===== src/rtl/event_mon_pkg.sv =====
// Shared defaults and record type for the event monitor blocks.
package event_mon_pkg;
  localparam int EVT_N     = 4;
  localparam int EVT_W     = 72;
  localparam int EVT_DEPTH = 4;

  typedef logic [EVT_W-1:0] event_rec_t;
endpackage


===== src/rtl/event_push_arbiter_rr_arbiter.sv =====
// Round-robin selector: searches from ptr+1 (mod N) and grants the first active request.
module rr_arbiter #(
  parameter int N  = 4,
  parameter int IW = 2
) (
  input  logic [N-1:0]  req,
  input  logic [IW-1:0] ptr,
  input  logic          en,
  output logic [N-1:0]  grant,
  output logic [IW-1:0] idx
);
  int unsigned j;
  logic        found;

  always_comb begin
    grant = '0;
    idx   = '0;
    found = 1'b0;
    j     = 0;
    if (en) begin
      for (int unsigned i = 1; i <= N; i++) begin
        j = (int'(ptr) + i) % N;
        if (!found && req[j]) begin
          found    = 1'b1;
          grant[j] = 1'b1;
          idx      = IW'(j);
        end
      end
    end
  end
endmodule


===== src/rtl/event_push_arbiter.sv =====
// Round-robin arbiter pushing one event record per cycle into a downstream FIFO,
// with lossy/backpressure modes and per-requester saturating drop counters.
module event_push_arbiter
  import event_mon_pkg::*;
#(
  parameter int N     = EVT_N,
  parameter int W     = EVT_W,
  parameter int DEPTH = EVT_DEPTH,
  parameter int CW    = 16
) (
  input  logic                       clk,
  input  logic                       rst,
  input  logic [N-1:0]               req_valid,
  input  logic [N*W-1:0]             req_data,
  output logic [N-1:0]               req_ready,
  input  logic                       lossy_en,
  input  logic                       clr_drop,
  input  logic [$clog2(DEPTH+1)-1:0] fifo_count,
  output logic                       fifo_push,
  output logic [W-1:0]               fifo_push_data,
  output logic [$clog2(N)-1:0]       grant_id,
  output logic [N*CW-1:0]            drop_cnt
);
  localparam int IW  = $clog2(N);
  localparam int FCW = $clog2(DEPTH+1);

  logic [IW-1:0] rr_ptr, win_idx;
  logic [N-1:0]  win, drop;
  logic [FCW:0]  used;
  logic          has_room, grant_any;
  logic [CW-1:0] cnt [N];

  // The registered push lands in the FIFO on the coming edge, so it already occupies a slot.
  assign used      = {1'b0, fifo_count} + {{FCW{1'b0}}, fifo_push};
  assign has_room  = (used < (FCW+1)'(DEPTH));
  assign grant_any = |win;

  rr_arbiter #(.N(N), .IW(IW)) u_rr (
    .req   (req_valid),
    .ptr   (rr_ptr),
    .en    (has_room && !rst),
    .grant (win),
    .idx   (win_idx)
  );

  always_comb begin
    req_ready = '0;
    drop      = '0;
    if (!rst) begin
      if (has_room) begin
        req_ready = win;
      end else if (lossy_en) begin
        req_ready = req_valid;
        drop      = req_valid;
      end
    end
  end

  always_ff @(posedge clk or posedge rst) begin
    if (rst) begin
      fifo_push      <= 1'b0;
      fifo_push_data <= '0;
      grant_id       <= '0;
      rr_ptr         <= IW'(N-1);
    end else begin
      fifo_push <= grant_any;
      if (grant_any) begin
        fifo_push_data <= req_data[int'(win_idx)*W +: W];
        grant_id       <= win_idx;
        rr_ptr         <= win_idx;
      end
    end
  end

  always_ff @(posedge clk or posedge rst) begin
    if (rst) begin
      for (int unsigned i = 0; i < N; i++) cnt[i] <= '0;
    end else begin
      for (int unsigned i = 0; i < N; i++) begin
        if (clr_drop)                   cnt[i] <= drop[i] ? CW'(1) : '0;
        else if (drop[i] && cnt[i] != '1) cnt[i] <= cnt[i] + CW'(1);
      end
    end
  end

  always_comb begin
    drop_cnt = '0;
    for (int unsigned i = 0; i < N; i++) drop_cnt[i*CW +: CW] = cnt[i];
  end
endmodule


===== config.mk =====
export PLATFORM = sky130hd
export DESIGN_NAME = event_push_arbiter
export DESIGN_NICKNAME = d
export VERILOG_FILES = /design/src/rtl/event_mon_pkg.sv /design/src/rtl/event_push_arbiter_rr_arbiter.sv /design/src/rtl/event_push_arbiter.sv
export SDC_FILE = /design/constraint.sdc
export NUM_CORES = 1
export LEC_CHECK = 0
export BUFFER_PORTS_ARGS = -buffer_cell sky130_fd_sc_hd__buf_2
export CAP_MARGIN = 10
export CORE_AREA = 2 2 172 174
export CTS_BUF_LIST = sky130_fd_sc_hd__clkbuf_2
export DETAILED_ROUTE_END_ITERATION = 10
export DIE_AREA = 0 0 174 176
export GPL_ROUTABILITY_DRIVEN = 0
export RECOVER_POWER = 50
export SYNTH_ARGS = -nofsm -noshare
export SYNTH_HDL_FRONTEND = slang
export SYNTH_SLANG_ARGS = --single-unit
export TNS_END_PERCENT = 20

===== constraint.sdc =====
create_clock -name clk -period 7 [get_ports clk]
set_input_delay 1.4 -clock clk [delete_from_list [all_inputs] [get_ports clk]]
set_output_delay 1.4 -clock clk [all_outputs]
set_load 0.02 [all_outputs]

After elaboration in Yosys (flattened, before gate mapping)

Index checks and enable logic that the tools add are counted.

Add/subtract/negate cells: 9
Multiply operators: 1
Order comparisons: 9
Eq/ne operators: 4
Shift-type cells: 1
Muxes and demuxes: 52
Bitwise operators: 3
Reduce and logical (&&, ||, !) cells: 21

Operators with widths:

| kind                                                              | count |
|---|---|
| indexed part select 288 x 10 -> 72 bit                            | 1 |
| two-way mux 16 bit                                                | 8 |
| adder 16 x 1 -> 16 bit, second input constant                     | 4 |
| inequality test 16 bit, second input constant                     | 4 |
| two-way mux 4 bit                                                 | 13 |
| two-way mux 1 bit                                                 | 18 |
| logical AND 1 bit                                                 | 12 |
| < comparator 2 x 3 -> 1 bit, second input constant                | 4 |
| OR 4 bit                                                          | 3 |
| two-way mux 2 bit                                                 | 5 |
| binary-select mux 1 bit (select 2 bit)                            | 4 |
| demux 1 bit (select 2 bit)                                        | 4 |
| greater-or-equal comparator 2 x 1 -> 1 bit, second input constant | 4 |
| nonzero test 2 bit                                                | 4 |
| multiplier 2 x 4 -> 6 bit, second input constant                  | 1 |
| adder 2 x 1 -> 2 bit, second input constant                       | 2 |
| adder 2 bit, second input constant                                | 2 |
| adder 3 x 1 -> 4 bit                                              | 1 |
| logical NOT 1 bit                                                 | 4 |
| < comparator 4 x 3 -> 1 bit, second input constant                | 1 |
| OR reduction 4 bit                                                | 1 |

Flip-flop bits (word level): 141
Bits of input ports: 299

Longest topological paths before layout

Depth in word-level cells: 19
Depth in mapped cells: 13
Mapped depth without buffers: 9

Modules after synthesis

From an unflattened synthesis, not the netlist that was laid out.

Cells, all modules: 836
Area total of the unflattened synthesis: 8513.2 sq um

By module, submodules not included:

| module             | times used | cells an instance | area each (sq um) | seq. area each (sq um) |
|---|---|---|---|---|
| event_push_arbiter | 1          | 789               | 8066.5            | 3530.9 |
| rr_arbiter         | 1          | 47                | 446.7             | 0.0 |

Worst setup path before layout

No wires, ideal clock.

Kind: input -> output
Start: in rst
End: out req_ready[0]
Arrival: 5.695 ns
Path slack: -0.095 ns
Stages on the path: 3
Buffers on the path: 0
Path through: inv_1 > nand2b_1 > o21ai_0

Word-level cells in the longest chain between the ends: 5

Ends and longest elaborated chain:

| item                               | RTL line                            | source |
|---|---|---|
| start: declaration                 | event_push_arbiter.sv:12            | `input logic rst,` |
| logical NOT 1 bit (no source line) | -                                   |  |
| logical AND 1 bit                  | event_push_arbiter.sv:41            | `.en (has_room && !rst),` |
| two-way mux 4 bit                  | event_push_arbiter_rr_arbiter.sv:20 | `if (en) begin` |
| two-way mux 4 bit                  | event_push_arbiter.sv:50            | `if (has_room) begin` |
| two-way mux 4 bit (*)              | event_push_arbiter.sv:49            | `if (!rst) begin` |
| end: declaration                   | event_push_arbiter.sv:15            | `output logic [N-1:0] req_ready,` |

Every way passes the cells marked *; elsewhere a longest branch is shown, timed or not.

Worst setup path after layout

Start: reg rr_ptr[0]
End: out req_ready[2]

Word-level cells in the longest chain between the ends: 19
Elaborated cells between the ends (all ways): 57
Those cells by class: add/sub (4); order compare (8); mux (32); bitwise (3); reduce/logical (10)

Ends and longest elaborated chain:

| item                                                                                 | RTL line                            | source |
|---|---|---|
| start: declaration                                                                   | event_push_arbiter.sv:27            | `logic [IW-1:0] rr_ptr, win_idx;` |
| start signal: assignment                                                             | event_push_arbiter.sv:64            | `rr_ptr <= IW'(N-1);` |
| start signal: assignment                                                             | event_push_arbiter.sv:70            | `rr_ptr <= win_idx;` |
| parallel branches: the longest is 15 deep, another holds < comparator 2 x 3 -> 1 bit | -                                   |  |
| two-way mux 4 bit (*)                                                                | event_push_arbiter_rr_arbiter.sv:23 | `if (!found && req[j]) begin` |
| two-way mux 4 bit (*)                                                                | event_push_arbiter_rr_arbiter.sv:20 |  |
| two-way mux 4 bit (*)                                                                | event_push_arbiter.sv:50            |  |
| two-way mux 4 bit (*)                                                                | event_push_arbiter.sv:49            |  |

Mark *: on every way between the ends. The select of a mux whose other input is x is not followed.

==> flow_metrics.py <==
metrics = {
    "status": {
        "run_status": "complete, but fails checks",
        "violations": "max-capacitance violations, max-slew violations",
    },
    "sta": {
        "post-route-period-util_pct": 74.6,
        "max_slew.worst_pin.slew_ns": 3.56,
        "final.setup_skew_ns": 0.0526,
        "slew_viol_final": 126,
        "hold_viol_final": 0,
        "relSlewSlack_pct": -137,
        "finalSetupTns_ns": 0,
        "min_period_ns": 5.22,
        "setup_viol": 0,
        "rsz0062_at_grt": "no",
        "max_freq_mhz": 191,
    },
    "die": {
        "die_h_um": 176,
        "row_count": 62,
        "dieArea_um2": 30600,
        "pin_count": 442,
        "coreArea_um2": 28500,
        "floorplan.initialDensity_pct": 31.5,
        "die_w_um": 174,
    },
    "power": {
        "p_per_area_nw_per_um2": 287,
        "vdd_drop_max_v": 0.000119,
        "leakagePower_nw": 5.92,
    },
    "critical_path": {
        "arrival_ns": 3.82,
        "cp.required_ns": 5.60,
        "crit_path_end_kind": "output port",
        "worstSetupPathType": "register to output port",
        "crit_fanout": 15,
        "cp-start-kind": "register",
    },
    "logic_synthesis": {
        "synth_edf_count": 0,
        "synthesis.area_um2": 9000,
        "avgSynthCellArea_um2": 11.0,
        "seq_area_frac_synth_pct": 39.2,
        "synth_warnings": 0,
        "netlist_instances": 816,
        "ys_ff_latch": 141,
        "synthesis.nets": 1127,
        "yosysUniqueCellTypes": 57,
        "synth-async-reset-ratio_pct": 100,
        "synth_flop_cell": "dfrtp_1",
    },
    "route": {
        "via_per_inst": 4.78,
        "vias": 7855,
        "post_drt_wl_per_cell_um": 17.8,
        "drc": 0,
        "firstDrtPassIters": 4,
        "routed_wl_um": 29200,
        "ant_nets": 0,
        "drt-initial-drc-count": 514,
    },
    "clock_network": {
        "cts_hold_buf": 0,
        "clk-insertion-delay-late_ns": 0.71,
        "h-tree-depth": 4,
        "post-cts-setup-buffer-count": 0,
        "cts_buffer_depth": 2,
        "clock-root-buffer": "clkbuf_2",
        "path_clk_slew_ns": 0.25,
        "cts_sinks": 141,
        "cts-resized-gates": 0,
        "cts_tree": "yes",
        "numCtsBuffers": 17,
    },
    "global_routing": {
        "grt_pass1_vias": 7835,
        "grt_pass1_wl_um": 44400,
        "grt_max_degree": 65,
        "overflow": 0,
        "track_usage_pct": 18.4,
        "antenna_found_initial": 7,
    },
    "final_layout": {
        "fillers": 2928,
        "drive_gt1_share_pct": 43.4,
        "areaGrowthSynthToFinish_pct": 30.5,
        "final_core_util_pct": 41.2,
        "finalNetCount": 1551,
    },
    "placed_design": {
        "port_buffers": 441,
        "hpwl_um": 22600,
    },
    "min_path": {
        "hold_class": "register to register",
    },
    "run": {
        "drv_cap": 2,
    },
}
-- path summary, 6_finish.rpt --
path | endpoint | cells past startpoint | startpoint | slack (ns)
min in group asynchronous | drop_cnt[45] | 2 | rst | 0.81
max in group asynchronous | fifo_push_data[26] | 3 | rst | 2.33
worst max register to register | fifo_push_data[5] | 10 | rr_ptr[0] | 2.77
worst min-delay path | fifo_push_data[14] | 1 | fifo_push_data[14] | 0.51
worst max-delay path | req_ready[2] | 8 | rr_ptr[0] | 1.78
worst min register to register | fifo_push_data[14] | 1 | fifo_push_data[14] | 0.51
-- per-stage QoR --
stage	std cells	setup WS [ns]	total power [mW]	hold WS [ns]	area [µm²]
after detailed placement	1605	2.19	2.93	0.469	11500
after global routing	1642	1.32	3.60	0.557	11700
after global placement	1605	2.33	2.90	0.465	11500
after CTS	1637	1.68	3.44	0.519	11800
after floorplan	816	1.11	2.41	0.605	9010
final	1644	1.78	3.38	0.514	11700
-- layout by cell type (no fill, tap or decap), types with 7 or more instances in the layout --
cell type,n
o21ai_0,15
a21oi_1,14
buf_2,430
xnor2_1,11
nand2_1,30
ha_1,12
mux2_1,14
mux2i_1,225
inv_1,12
diode_2,7
clkbuf_2,17
dfrtp_1,139
mux2_2,46
nor2_1,67
xor2_1,40
nand3_1,31
nand4_1,18
and3_1,10
mux2_4,15
clkbuf_1,14
-- critical path: stages (launching register included) --
cell and delay, ns:
dfstp_2 0.76, inv_1 0.25, ha_1 0.51, mux2i_1 0.14
mux2i_1 0.59, a21oi_1 0.09, a221oi_1 0.49, o21ai_0 0.13
buf_2 0.18
-- state kept, by name, indices dropped and copies added (netlist names) --
name            flops
drop_cnt           64
fifo_push           1
fifo_push_data     72
grant_id            2
rr_ptr              2
-- report_power, final --
group / internal, mW / switching (mW) / leakage [nW] / total (mW)
sequential: 1.05 / 0.136 / 1.80 / 1.19
clock: 0.115 / 0.372 / 0.141 / 0.487
combinational: 0.764 / 0.940 / 3.98 / 1.70
total: 1.93 / 1.45 / 5.92 / 3.38
-- cells in the mapped netlist, types with 2 or more instances --
library cell	number	area (µm²)
clkbuf_1	10	37.5
mux2_4	15	225
and4_1	6	52.6
or3_1	5	31.3
nand4_1	18	113
o211ai_1	2	15.0
nand2_1	30	113
nor2b_1	3	18.8
mux2i_1	225	2250
o32ai_1	2	17.5
mux2_1	14	158
a221oi_1	4	35.0
nor4_1	3	18.8
buf_4	16	120
mux2_2	46	518
o21a_1	2	15.0
nor2_1	67	251
inv_1	13	48.8
o221ai_1	2	17.5
xnor2_1	11	96.3
xor2_1	40	350
nand2b_1	3	18.8
nand3b_1	3	22.5
a22oi_1	2	15.0
buf_6	3	33.8
dfstp_2	2	52.6
dfrtp_1	139	3480
o21ai_0	14	70.1
buf_2	13	65.1
ha_1	12	150
nor3b_1	2	15.0
nand3_1	31	155
mux4_2	2	45.0
nor3_1	6	30.0
and3_1	10	62.6
a31o_2	3	26.3
buf_1	3	11.3
a21oi_1	14	70.1
and2_1	2	12.5
-- cell type report --
cell class,count,area (µm²),share of cell area [%]
repair buffers,452,2290,19.5
clock buffers,17,85.1,0.724
diodes,7,17.5,0.149
multi-input cells,615,5140,43.8
inverters,13,50.0,0.426
well taps,384,480,4.09
flip-flops and latches,141,3530,30.1
clock inverters,15,150,1.28
-- metal layers --
layer	GRT usage, %	share of wire, %
met1	22.5	42
met3	5.60	6.4
met5	0	0
met2	32.1	50
met4	4.03	1.2
-- cells by family after synthesis --
| kind of cell | count (synthesis) | share of synthesized area [%] |
|---|---|---|
| and+or+nand+nor | 195 | 10.7 |
| AOI/OAI and AO/OA | 55 | 4.21 |
| muxes | 302 | 35.5 |
| DFF | 141 | 39.2 |
| xor gates and xnor gates | 51 | 4.96 |
| buffers and inverters | 60 | 3.77 |
| adders and majority gates | 12 | 1.67 |
No activity file was read; power rests on OpenSTA's default activity.
